### src/rtl/cpu_ctrl_pkg.sv
// Shared encodings for the multicycle CPU controller: FSM states, opcodes,
// branch conditions, ALU B-select codes and the control-strobe bundle.
package cpu_ctrl_pkg;

    typedef enum logic [4:0] {
        ST_F0 = 5'd0,  ST_F1 = 5'd1,  ST_F2 = 5'd2,  ST_F3 = 5'd3,
        ST_A0 = 5'd4,  ST_A1 = 5'd5,  ST_A2 = 5'd6,
        ST_M0 = 5'd7,  ST_M1 = 5'd8,
        ST_L0 = 5'd9,  ST_L1 = 5'd10, ST_L2 = 5'd11,
        ST_S0 = 5'd12, ST_S1 = 5'd13, ST_S2 = 5'd14,
        ST_B0 = 5'd15, ST_B1 = 5'd16, ST_B2 = 5'd17,
        ST_H  = 5'd18
    } state_t;

    localparam logic [3:0] OP_ADD    = 4'b0001;
    localparam logic [3:0] OP_ALU_LO = 4'b0001;
    localparam logic [3:0] OP_ALU_HI = 4'b0101;
    localparam logic [3:0] OP_MOV    = 4'b0110;
    localparam logic [3:0] OP_LOAD   = 4'b1000;
    localparam logic [3:0] OP_STORE  = 4'b1001;
    localparam logic [3:0] OP_BR     = 4'b1010;
    localparam logic [3:0] OP_HALT   = 4'b1111;

    localparam logic [2:0] CC_ALWAYS = 3'b000;
    localparam logic [2:0] CC_Z      = 3'b001;
    localparam logic [2:0] CC_NZ     = 3'b010;
    localparam logic [2:0] CC_C      = 3'b011;
    localparam logic [2:0] CC_NC     = 3'b100;
    localparam logic [2:0] CC_S      = 3'b101;
    localparam logic [2:0] CC_V      = 3'b110;
    localparam logic [2:0] CC_LT     = 3'b111;

    localparam logic [1:0] SEL_BUS  = 2'b00;
    localparam logic [1:0] SEL_ONE  = 2'b01;
    localparam logic [1:0] SEL_OFFS = 2'b10;
    localparam logic [1:0] SEL_ZERO = 2'b11;

    typedef struct packed {
        logic       ldbuf, ldflags, ldpc, ld2, ldtemp, ldmar, ldmdr, ldir;
        logic       tpc, tr2, ttemp, tmar, tmdr, tmdr2x;
        logic       add, transx, rdr, wr_reg, rmdri, rmdrx;
        logic [1:0] sel1;
        logic       rd, wr;
    } ctrl_t;

    localparam ctrl_t CTRL_IDLE = '0;

endpackage

### src/rtl/cpu_controller_cond_eval.sv
// Branch-condition evaluator: maps IR[11:9] and the S/V/Z/C flags to "taken".
module cond_eval
    import cpu_ctrl_pkg::*;
(
    input  logic [2:0] cond,
    input  logic       s,
    input  logic       v,
    input  logic       z,
    input  logic       c,
    output logic       taken
);

    always_comb begin
        taken = 1'b0;
        case (cond)
            CC_ALWAYS: taken = 1'b1;
            CC_Z:      taken = z;
            CC_NZ:     taken = ~z;
            CC_C:      taken = c;
            CC_NC:     taken = ~c;
            CC_S:      taken = s;
            CC_V:      taken = v;
            CC_LT:     taken = s ^ v;
            default:   taken = 1'b0;
        endcase
    end

endmodule

### src/rtl/cpu_controller.sv
// Multicycle Moore control FSM for the 16-bit single-bus CPU: fetch, decode
// and execute sequencing with MFC handshakes on memory cycles.
module cpu_controller
    import cpu_ctrl_pkg::*;
(
    input  logic        clk,
    input  logic        rst,
    input  logic [15:0] IRout,
    input  logic        Sout,
    input  logic        Vout,
    input  logic        Zout,
    input  logic        Cout,
    input  logic        MFC,
    output logic        ldbuf,
    output logic        ldflags,
    output logic        ldPC,
    output logic        ld2,
    output logic        ldtemp,
    output logic        ldMAR,
    output logic        ldMDR,
    output logic        ldIR,
    output logic        TPC,
    output logic        Tr2,
    output logic        Ttemp,
    output logic        TMAR,
    output logic        TMDR,
    output logic        TMDR2X,
    output logic        add,
    output logic        transx,
    output logic        rdR,
    output logic        wR,
    output logic        rMDRi,
    output logic        rMDRX,
    output logic [1:0]  sel1,
    output logic        rd,
    output logic        wr
);

    state_t     state, state_nxt;
    ctrl_t      ctl;
    logic [3:0] opcode;
    logic       br_taken;
    logic       unused_ir;

    assign opcode    = IRout[15:12];
    assign unused_ir = ^IRout[8:0];

    cond_eval u_cond (
        .cond  (IRout[11:9]),
        .s     (Sout),
        .v     (Vout),
        .z     (Zout),
        .c     (Cout),
        .taken (br_taken)
    );

    always_ff @(posedge clk or posedge rst) begin
        if (rst) state <= ST_F0;
        else     state <= state_nxt;
    end

    always_comb begin
        state_nxt = ST_F0;
        case (state)
            ST_F0: state_nxt = ST_F1;
            ST_F1: state_nxt = MFC ? ST_F2 : ST_F1;
            ST_F2: state_nxt = ST_F3;
            ST_F3: begin
                if (opcode >= OP_ALU_LO && opcode <= OP_ALU_HI) state_nxt = ST_A0;
                else if (opcode == OP_MOV)   state_nxt = ST_M0;
                else if (opcode == OP_LOAD)  state_nxt = ST_L0;
                else if (opcode == OP_STORE) state_nxt = ST_S0;
                else if (opcode == OP_BR)    state_nxt = br_taken ? ST_B0 : ST_F0;
                else if (opcode == OP_HALT)  state_nxt = ST_H;
                else                         state_nxt = ST_F0;
            end
            ST_A0: state_nxt = ST_A1;
            ST_A1: state_nxt = ST_A2;
            ST_M0: state_nxt = ST_M1;
            ST_L0: state_nxt = ST_L1;
            ST_L1: state_nxt = MFC ? ST_L2 : ST_L1;
            ST_S0: state_nxt = ST_S1;
            ST_S1: state_nxt = ST_S2;
            ST_S2: state_nxt = MFC ? ST_F0 : ST_S2;
            ST_B0: state_nxt = ST_B1;
            ST_B1: state_nxt = ST_B2;
            ST_H:  state_nxt = ST_H;
            default: state_nxt = ST_F0;
        endcase
    end

    // Outputs depend on state only (plus IR for the ADD strobe in A1); reset blanks them all.
    always_comb begin
        ctl = CTRL_IDLE;
        if (!rst) begin
            case (state)
                ST_F0: begin ctl.tpc = 1'b1; ctl.ldmar = 1'b1; ctl.ldbuf = 1'b1; end
                ST_F1: begin
                    ctl.rd = 1'b1; ctl.rmdri = 1'b1; ctl.ldmdr = 1'b1;
                    ctl.add = 1'b1; ctl.sel1 = SEL_ONE; ctl.ldtemp = 1'b1;
                end
                ST_F2: begin ctl.tmdr = 1'b1; ctl.ldir = 1'b1; end
                ST_F3: begin ctl.ttemp = 1'b1; ctl.ldpc = 1'b1; ctl.ld2 = 1'b1; end
                ST_A0: begin ctl.tr2 = 1'b1; ctl.ldbuf = 1'b1; end
                ST_A1: begin
                    ctl.rdr = 1'b1; ctl.ldtemp = 1'b1; ctl.ldflags = 1'b1;
                    ctl.add = (opcode == OP_ADD);
                end
                ST_A2: begin ctl.ttemp = 1'b1; ctl.wr_reg = 1'b1; end
                ST_M0: begin ctl.rdr = 1'b1; ctl.transx = 1'b1; ctl.ldtemp = 1'b1; end
                ST_M1: begin ctl.ttemp = 1'b1; ctl.wr_reg = 1'b1; end
                ST_L0: begin ctl.rdr = 1'b1; ctl.ldmar = 1'b1; end
                ST_L1: begin ctl.rd = 1'b1; ctl.rmdri = 1'b1; ctl.ldmdr = 1'b1; end
                ST_L2: begin ctl.tmdr = 1'b1; ctl.wr_reg = 1'b1; end
                ST_S0: begin ctl.rdr = 1'b1; ctl.ldmar = 1'b1; end
                ST_S1: begin ctl.tr2 = 1'b1; ctl.rmdrx = 1'b1; ctl.ldmdr = 1'b1; end
                ST_S2: begin ctl.wr = 1'b1; ctl.tmdr2x = 1'b1; end
                ST_B0: begin ctl.tpc = 1'b1; ctl.ldbuf = 1'b1; end
                ST_B1: begin ctl.add = 1'b1; ctl.sel1 = SEL_OFFS; ctl.ldtemp = 1'b1; end
                ST_B2: begin ctl.ttemp = 1'b1; ctl.ldpc = 1'b1; end
                default: ctl = CTRL_IDLE;
            endcase
        end
    end

    assign ldbuf   = ctl.ldbuf;
    assign ldflags = ctl.ldflags;
    assign ldPC    = ctl.ldpc;
    assign ld2     = ctl.ld2;
    assign ldtemp  = ctl.ldtemp;
    assign ldMAR   = ctl.ldmar;
    assign ldMDR   = ctl.ldmdr;
    assign ldIR    = ctl.ldir;
    assign TPC     = ctl.tpc;
    assign Tr2     = ctl.tr2;
    assign Ttemp   = ctl.ttemp;
    assign TMAR    = ctl.tmar;
    assign TMDR    = ctl.tmdr;
    assign TMDR2X  = ctl.tmdr2x;
    assign add     = ctl.add;
    assign transx  = ctl.transx;
    assign rdR     = ctl.rdr;
    assign wR      = ctl.wr_reg;
    assign rMDRi   = ctl.rmdri;
    assign rMDRX   = ctl.rmdrx;
    assign sel1    = ctl.sel1;
    assign rd      = ctl.rd;
    assign wr      = ctl.wr;

endmodule

### config.mk
export PLATFORM = sky130hd
export DESIGN_NAME = cpu_controller
export DESIGN_NICKNAME = d
export VERILOG_FILES = /design/src/rtl/cpu_ctrl_pkg.sv /design/src/rtl/cpu_controller_cond_eval.sv /design/src/rtl/cpu_controller.sv
export SDC_FILE = /design/constraint.sdc
export NUM_CORES = 1
export LEC_CHECK = 0
export BUFFER_PORTS_ARGS = -buffer_cell sky130_fd_sc_hd__buf_4
export CORE_AREA = 8 8 75 61
export CTS_BUF_LIST = sky130_fd_sc_hd__clkbuf_8
export CTS_CLUSTER_DIAMETER = 120
export CTS_CLUSTER_SIZE = 28
export DETAILED_ROUTE_END_ITERATION = 10
export DIE_AREA = 0 0 83 69
export SYNTH_ARGS = -nofsm -noshare
export SYNTH_HDL_FRONTEND = slang
export SYNTH_SLANG_ARGS = --single-unit
### constraint.sdc
create_clock -name clk -period 1.8 [get_ports clk]
set_input_delay 0.27 -clock clk [delete_from_list [all_inputs] [get_ports clk]]
set_output_delay 0.27 -clock clk [all_outputs]
set_load 0.02 [all_outputs]
==> flow_summary.ini, run 1 <==
[run_status]
outcome = complete, but fails checks
failed_checks = setup timing

[die]
num_rows = 19
start_util = 0.280
chipWidth_um = 83
io_pins = 47
die-area_um2 = 5730
core-area_um2 = 3450
fp.dieH_um = 69

[sta]
rsz0062_at_grt = true
fin_crit_ns = 1.89
tns_ns = -0.268
worst_slack_ns = -0.0865
finClkSkew_ns = 0.000496
finalSetupViolCount = 5
fmax_mhz = 530
min_period_over_period = 1.05
hold_viol_final = 0
slew_violations = 0

[clock_network]
insertion_delay_ns = 0.22
cts_buffers = 3
ctsHtreeMaxLevel = 1
clk_pin_slew_worst_paths_ns = 0.03
cts_root_buffer = clkbuf_8
cts_hold_buf = 0
cts_sinks = 5
cts_tree = built
clk_path_buf_depth = 2

[pwr]
switching_share = 0.481
seq_power_share = 0.105
powerDensity_nw_per_um2 = 1470
p_sw_w = 0.00117
power_frac_comb = 0.815
power.internal_w = 0.00127
clkPwrFrac = 0.080
p_leak_nw = 0.718
ir_worst_vdd_uv = 451

[critical_path]
critPathLaunchType = flip-flop
cp_slowest_cell = dfrtp_2
path_class = flip-flop to primary output
crit_arrival_ns = 1.62
reg2reg_depth = 6
critPathRequiredTime_ns = 1.53
cp_cell_sequence = buf_4 -> or2_4 -> o32a_1 -> nor2_1 -> buf_4
crit_end = Ttemp
regToRegSetupSlack_ns = 0.24
cp_slowest_stage_delay_ns = 0.42
setup.worst_path.end_class = primary output
cp_max_fo = 5
cp_common_cell = buf_4
reg2reg_from = state[2]
timing.rr.end = state[0]
crit_path_start = state[0]

[yosys]
yosys.area_share.simple = 0.425
synth_nets = 164
yosysWarnings = 0
synth_async_sr_flop_share = 1.00
ys_ff_latch = 5
synth_top_family_by_area = simple AND/OR/NAND/NOR gates
synth-seq-area-share = 0.130
syn_avg_cell_area_um2 = 6.84
synth-main-ff-cell = dfrtp_1
synthAdderAreaFrac = 0
synth_xor_area_frac = 0.0363
syn-cell-area_um2 = 965
yosysUniqueCellTypes = 47
syn_inst = 141
synth.mux.area_fraction = 0.0104
synth_compound_area_frac = 0.270
synth_edf_count = 0

[final_layout]
regMostFlops = state
final_common_cell = buf_4
final_cell_mix = buf_4 (58), nand2_1 (14), a21oi_1 (13)
fillers = 345
stdcell_count = 241
antennaDiodeCount = 0
final_nets = 223
syn_to_final_growth_pct = 72.2
drive_gt1_frac = 0.543
reg_top3 = state x5
largest_register_ffs = 5

[global_routing]
grt_pass1_wl_mm = 5.51
grt_pass1_vias = 1176
gr-total-overflow = 0
grt_util_all_layers = 0.112
antenna_found_initial = 0
grt_max_degree = 11

[placed_design]
gp_congestion = 0.814
dp_hpwl_mm = 2.55
io_buffer_count = 36
dp_cells = 225

[routing]
post-route-drc-count = 0
drt-wirelength-per-cell_um = 14.3
firstDrtPassIters = 4
drt-initial-drc-count = 52
drt-total-wl_mm = 3.44
vias = 1236
antenna_left = 0
vias_per_cell = 5.13

[min_path]
hold_path.class = input port to async pin

[job]
cap_viol_max_count = 0
[power by group through the flow]
| stage | Clock [W] | Combinational (W) | Sequential, W |
|---|---|---|---|
| final | 0.000197 | 0.00199 | 0.000256 |
| after global routing | 0.000204 | 0.00214 | 0.000262 |
| after CTS | 0.000201 | 0.00171 | 0.000242 |
| after detailed placement | 0 | 0.00150 | 0.000289 |
| after global placement | 0 | 0.00149 | 0.000287 |
| after floorplan | 0 | 0.00106 | 0.000183 |
[worst min-delay path by stage]
| stage | from | to | slack [ns] | cells past startpoint |
|---|---|---|---|---|
| floorplan | rst | state[0] | 0.18 | 2 |
| global placement | rst | state[0] | 0.44 | 4 |
| detailed placement | rst | state[0] | 0.44 | 4 |
| CTS | rst | state[3] | 0.21 | 4 |
| global route | rst | state[3] | 0.29 | 4 |
| finish | rst | state[0] | 0.25 | 4 |
[per-layer routing]
metal  vias to the layer above  routed length [µm]  GRT usage
met3                         4                 170     0.0246
met2                        27                1710      0.194
met1                       581                1530      0.132
met5                         -                   0          0
met4                         0                  29     0.0350
li1                        624                   -          -
[synthesized netlist by cell type, types with 4 or more instances]
| cell type | n | area, µm² |
|---|---|---|
| nor2_1 | 16 | 60.1 |
| nand2_1 | 15 | 56.3 |
| a21oi_1 | 13 | 65.1 |
| nor3_1 | 10 | 50.1 |
| buf_2 | 6 | 30.0 |
| dfrtp_1 | 5 | 125 |
| nand2b_1 | 5 | 31.3 |
| o21ai_0 | 5 | 25.0 |
| buf_4 | 4 | 30.0 |
| inv_1 | 4 | 15.0 |
| nor4_1 | 4 | 25.0 |
[logic make-up after synthesis]
logic type                Yosys count
other                               1
buffers and inverters              20
and+or+nand+nor                    73
muxes                               1
AOI/OAI and AO/OA                  37
xor gates and xnor gates            4
DFF                                 5
[metrics by stage]
step           hold slack [ns]  setup WS [ns]  cell area (µm²)   util  total power [W]
6_report                 0.247        -0.0865             1660  0.482          0.00244
5_1_grt                  0.292         -0.158             1660  0.482          0.00261
4_1_cts                  0.214        -0.0605             1500  0.436          0.00216
3_5_place_dp             0.443         0.0210             1380  0.399          0.00179
3_3_place_gp             0.438         0.0487             1380  0.399          0.00178
2_1_floorplan            0.182         -0.102              985      -          0.00124
[worst max-delay path, delay by kind of cell (launching register included)]
kind / cells / cell delay [ns]
flip-flops: 1 / 0.42
AO/OA/AOI/OAI: 1 / 0.34
AND/OR/NAND/NOR: 2 / 0.33
buffers and inverters: 2 / 0.31
[layout make-up]
type	instances	area, µm²	share of cell area
Clock buffer	3	41.3	0.0248
Clock inverter	1	3.75	0.00226
Inverter	5	21.3	0.0128
Multi-Input combinational cell	116	841	0.506
Sequential cell	5	131	0.0791
Tap cell	42	52.6	0.0316
Timing Repair Buffer	69	571	0.343
[what timing repair did]
item	in CTS	in global routing
gates resized for setup	11	27
endpoints found under the setup margin	18	17
pin swaps	2	8
hold endpoints to repair	0	0
buffers inserted	6	6
Note: power is estimated with default switching activity, not from simulation.
==> run 2: changes to the inputs <==
--- a/config.mk
+++ b/config.mk
@@ -12,6 +12,7 @@
 export CTS_CLUSTER_SIZE = 28
 export DETAILED_ROUTE_END_ITERATION = 10
 export DIE_AREA = 0 0 83 69
+export GPL_TIMING_DRIVEN = 0
 export SYNTH_ARGS = -nofsm -noshare
 export SYNTH_HDL_FRONTEND = slang
 export SYNTH_SLANG_ARGS = --single-unit
==> run 2 against run 1 <==
  * The run still ends with setup timing left
  * Flip-flop and latch count is the same
  * Sequential share of layout area shrank 0.87 points
  * Clock skew is essentially flat
  * Critical path depth is the same
  * Fmax shrank 4.5%
  * Worst setup slack lost 0.090 ns
  * Sequential power shrank 20%
  * Largest cell class unchanged
==> flow_summary.ini, run 2 (synthesized netlist as in run 1, its figures left out) <==
[sta]
tns_ns = -0.755
rsz0062_at_grt = true
hold_viol_final = 0
worst_slack_ns = -0.176
fin_crit_ns = 1.98
slew_violations = 0
finClkSkew_ns = 0.000563
min_period_over_period = 1.10
whs_ns = 0.0260
fmax_mhz = 506
finalSetupViolCount = 11

[clock_network]
clk_pin_slew_worst_paths_ns = 0.04
cts_buffers = 3
cts_tree = built
ctsHtreeMaxLevel = 1
cts_hold_buf = 0
insertion_delay_ns = 0.23
cts_sinks = 5
clk_path_buf_depth = 2
cts_root_buffer = clkbuf_8

[min_path]
hold_path.class = input port to async pin

[critical_path]
cp_slowest_cell = dfrtp_2
crit_path_start = state[0]
critPathRequiredTime_ns = 1.53
cp_max_fo = 6
cp_num_buf_inv = 2
path_class = flip-flop to primary output
setup.worst_path.end_class = primary output
crit_family = flip-flops
critPathLaunchType = flip-flop
reg2reg_from = state[1]
cp_slowest_stage_delay_ns = 0.44
cp_cell_sequence = buf_8 -> or2_1 -> o32a_1 -> nor2_1 -> buf_4
crit_arrival_ns = 1.71

[run_status]
failed_checks = setup timing
outcome = complete, but fails checks

[placed_design]
gp_congestion = 0.797
io_buffer_count = 33
dp_hpwl_mm = 2.46

[global_routing]
grt_pass1_vias = 1109
use_met1 = 0.129
grt_pass1_wl_mm = 5.32
busiest_layer = met2
grt_max_degree = 11
use_met3 = 0.0446
antenna_found_initial = 0
gr-total-overflow = 0
grt_use_met2 = 0.175
grt_util_all_layers = 0.107

[die]
core-area_um2 = 3450
io_pins = 47
start_util = 0.280
fp.dieH_um = 69
chipWidth_um = 83
die-area_um2 = 5730
num_rows = 19

[job]
cap_viol_max_count = 0

[routing]
drt-wirelength-per-cell_um = 16.4
antenna_left = 0
vias_per_cell = 5.49
firstDrtPassIters = 4
vias = 1351
post-route-drc-count = 0
drt-initial-drc-count = 174
drt-total-wl_mm = 4.04

[final_layout]
reg_top3 = state x5
syn_to_final_growth_pct = 86.1
post-route-util = 0.521
largest_register_ffs = 5
final_common_cell = buf_4
final_cell_mix = buf_4 (48), buf_6 (20), nor2_1 (12), a21oi_1 (12), nand2_1 (12)
final_nets = 228
drive_gt1_frac = 0.544
antennaDiodeCount = 0
regMostFlops = state

[pwr]
powerDensity_nw_per_um2 = 1580
ir_worst_vdd_uv = 640
p_leak_nw = 0.768
## run 2: metal layers
layer | share of wire | up-vias
met5 | 0 | -
met4 | 0.024 | 0
met3 | 0.093 | 12
met2 | 0.50 | 80
met1 | 0.38 | 623
li1 | - | 636
## run 2: repair_timing
item / CTS / global route
endpoints found under the hold margin: 0 / 0
cloned: 0 / 2
pin swaps: 3 / 15
endpoints found under the setup margin: 13 / 19
gates resized for setup: 15 / 51
setup buffers: 7 / 18
## run 2: area by class of cell
class,instances,area (µm²)
Sequential cell,5,126
Clock inverter,1,3.75
Buffer,14,139
Multi-Input combinational cell,116,881
Timing Repair Buffer,60,524
Clock buffer,3,41.3
Inverter,5,27.5
Fill cell,295,1650
Tap cell,42,52.6
## run 2: final timing paths
check,end,cells after the start,slack [ns]
hold / removal,state[4],2,0.03
setup reg to reg,state[1],8,0.14
hold reg to reg,state[3],3,0.72
max in group asynchronous,state[0],2,1.52
setup / recovery,Ttemp,5,-0.18
min in group clk,state[2],3,0.32
## run 2: through the flow
stage               setup WS [ns]  power, W  cells  instance area (µm²)
global route               -0.199   0.00298    246                 1800
global placement           0.0232   0.00165    216                 1280
floorplan                  -0.102   0.00124    141                  985
CTS                        -0.156   0.00208    227                 1430
detailed placement        0.00814   0.00165    216                 1280
finish                     -0.176   0.00284    246                 1800
## run 2: power breakdown
group / switching, W / leakage, nW / internal, W / total [W]
registers: 0.0000458 / 0.0624 / 0.000159 / 0.000205
logic: 0.00126 / 0.679 / 0.00116 / 0.00242
clock network: 0.0000639 / 0.0269 / 0.000147 / 0.000211
total: 0.00137 / 0.768 / 0.00146 / 0.00284
==> run 3: changes to the inputs <==
--- a/config.mk
+++ b/config.mk
@@ -5,7 +5,7 @@
 export SDC_FILE = /design/constraint.sdc
 export NUM_CORES = 1
 export LEC_CHECK = 0
-export BUFFER_PORTS_ARGS = -buffer_cell sky130_fd_sc_hd__buf_4
+export BUFFER_PORTS_ARGS = -buffer_cell sky130_fd_sc_hd__buf_2
 export CORE_AREA = 8 8 75 61
 export CTS_BUF_LIST = sky130_fd_sc_hd__clkbuf_8
 export CTS_CLUSTER_DIAMETER = 120
==> run 3 against run 2 <==
  * The run still ends with setup timing left
  * Die area did not move
  * Sequential share of layout area up 0.93 points
  * Design area down 12%
  * Critical endpoint is now add
  * Highest routed layer unchanged
==> flow_summary.ini, run 3 (synthesized netlist as in run 1, its figures left out) <==
[run_status]
outcome = complete, but fails checks
failed_checks = setup timing

[critical_path]
cp_slowest_stage_delay_ns = 0.39
crit_arrival_ns = 1.66
cp_max_fo = 9
reg2reg_depth = 7
regToRegSetupSlack_ns = 0.22
cp_slowest_cell = dfrtp_1
reg2reg_from = state[4]
critPathLaunchType = flip-flop
setup.worst_path.end_class = primary output
critPathRequiredTime_ns = 1.53
crit_end = add
path_class = flip-flop to primary output
cp_cell_sequence = buf_6 -> or3_4 -> nor2_4 -> nand4b_1 -> o41ai_2 -> buf_4
timing.rr.end = state[0]
crit_path_start = state[1]

[sta]
whs_ns = 0.0358
fmax_mhz = 519
slew_violations = 0
hold_viol_final = 0
finalSetupViolCount = 7
rsz0062_at_grt = true
fin_crit_ns = 1.93
finClkSkew_ns = 0.00187
worst_slack_ns = -0.126
min_period_over_period = 1.07

[die]
die-area_um2 = 5730
fp.dieH_um = 69
start_util = 0.280
core-area_um2 = 3450
io_pins = 47
chipWidth_um = 83
num_rows = 19

[final_layout]
antennaDiodeCount = 0
syn_to_final_growth_pct = 64.3
post-route-util = 0.460
postLayoutCellArea_um2 = 1590
final_cell_mix = buf_4 (24), buf_2 (20), a21oi_1 (13), nand2_1 (13)
final_common_cell = buf_4
largest_register_ffs = 5
final_nets = 215
drive_gt1_frac = 0.492
reg_top3 = state x5
regMostFlops = state

[min_path]
hold_path.class = input port to async pin

[global_routing]
grt_pass1_wl_mm = 5.65
grt_pass1_vias = 1213
antenna_found_initial = 0
grt_util_all_layers = 0.113
gr-total-overflow = 0
grt_max_degree = 11

[pwr]
clkPwrFrac = 0.082
p_leak_nw = 0.682
power_w = 0.00242
powerDensity_nw_per_um2 = 1530
p_sw_w = 0.00119
seq_power_share = 0.084
ir_worst_vdd_uv = 505
power_frac_comb = 0.834
switching_share = 0.491
power.internal_w = 0.00123

[placed_design]
pre_cts_slack_ns = 0.00456
gp_congestion = 0.848
placed_cell_area_um2 = 1200
dp_hpwl_mm = 2.40
io_buffer_count = 33

[clock_network]
insertion_delay_ns = 0.22
clk_path_buf_depth = 2
cts_sinks = 5
cts_buffers = 3
cts_hold_buf = 0
clk_pin_slew_worst_paths_ns = 0.03
ctsHtreeMaxLevel = 1
cts_tree = built
cts_root_buffer = clkbuf_8

[routing]
drt-total-wl_mm = 3.42
post-route-drc-count = 0
vias = 1233
vias_per_cell = 5.29
firstDrtPassIters = 4
antenna_left = 0
drt-wirelength-per-cell_um = 14.7
drt-initial-drc-count = 154

[job]
cap_viol_max_count = 0
-- run 3: changes by cell type in the layout (fill, tap and decap cells not counted), sizes merged --
cell,previous run,this run
buf,71,58
clkinvlp,1,0
inv,5,6
-- run 3: metal layers --
metal  global-route usage  vias to the layer above  wire length [µm]
met5                    0                        -                 0
met4               0.0272                        0                59
met3               0.0481                        8               247
met2                0.180                       48              1670
met1                0.136                      571              1440
li1                     -                      606                 -
-- run 3: stage by stage --
step | std cells | setup TNS, ns
after floorplan | 141 | -0.102
after global routing | 233 | -1.26
after CTS | 227 | -0.460
after detailed placement | 216 | 0
after global placement | 216 | 0
final | 233 | -0.396
-- run 3: worst min-delay path by stage --
stage                     startpoint        to  slack, ns  cells past startpoint
after floorplan                  rst  state[0]       0.18                      2
after global routing             rst  state[4]       0.04                      2
after detailed placement         rst  state[0]       0.23                      2
final                            rst  state[1]       0.04                      2
after global placement           rst  state[0]       0.24                      2
after CTS                        rst  state[0]       0.02                      2
-- run 3: power by group through the flow --
stage	clock, W	combinational [W]	sequential [W]
5_1_grt	0.000217	0.00217	0.000208
6_report	0.000199	0.00202	0.000203
4_1_cts	0.000208	0.00163	0.000193
3_3_place_gp	0	0.00139	0.000191
2_1_floorplan	0	0.00106	0.000183
3_5_place_dp	0	0.00137	0.000191
-- run 3: area by class of cell --
class,instances,area [µm²]
Fill cell,345,1860
Tap cell,42,52.6
Multi-Input combinational cell,116,850
Inverter,5,23.8
Buffer,15,156
Clock inverter,1,3.75
Timing Repair Buffer,46,332
Clock buffer,3,41.3
Sequential cell,5,126
-- run 3: repair_timing --
action	CTS	global route
gates cloned	0	1
buffers inserted	7	5
gates resized for setup	27	36
pin swaps	6	5
setup endpoints to repair	14	22
-- run 3: critical path, delay by kind of cell, from the launching register on --
family                 cells  cell delay (ns)
buffers and inverters      2             0.37
AOI/OAI and AO/OA          1             0.08
and+or+nand+nor            3             0.59
DFF                        1             0.39
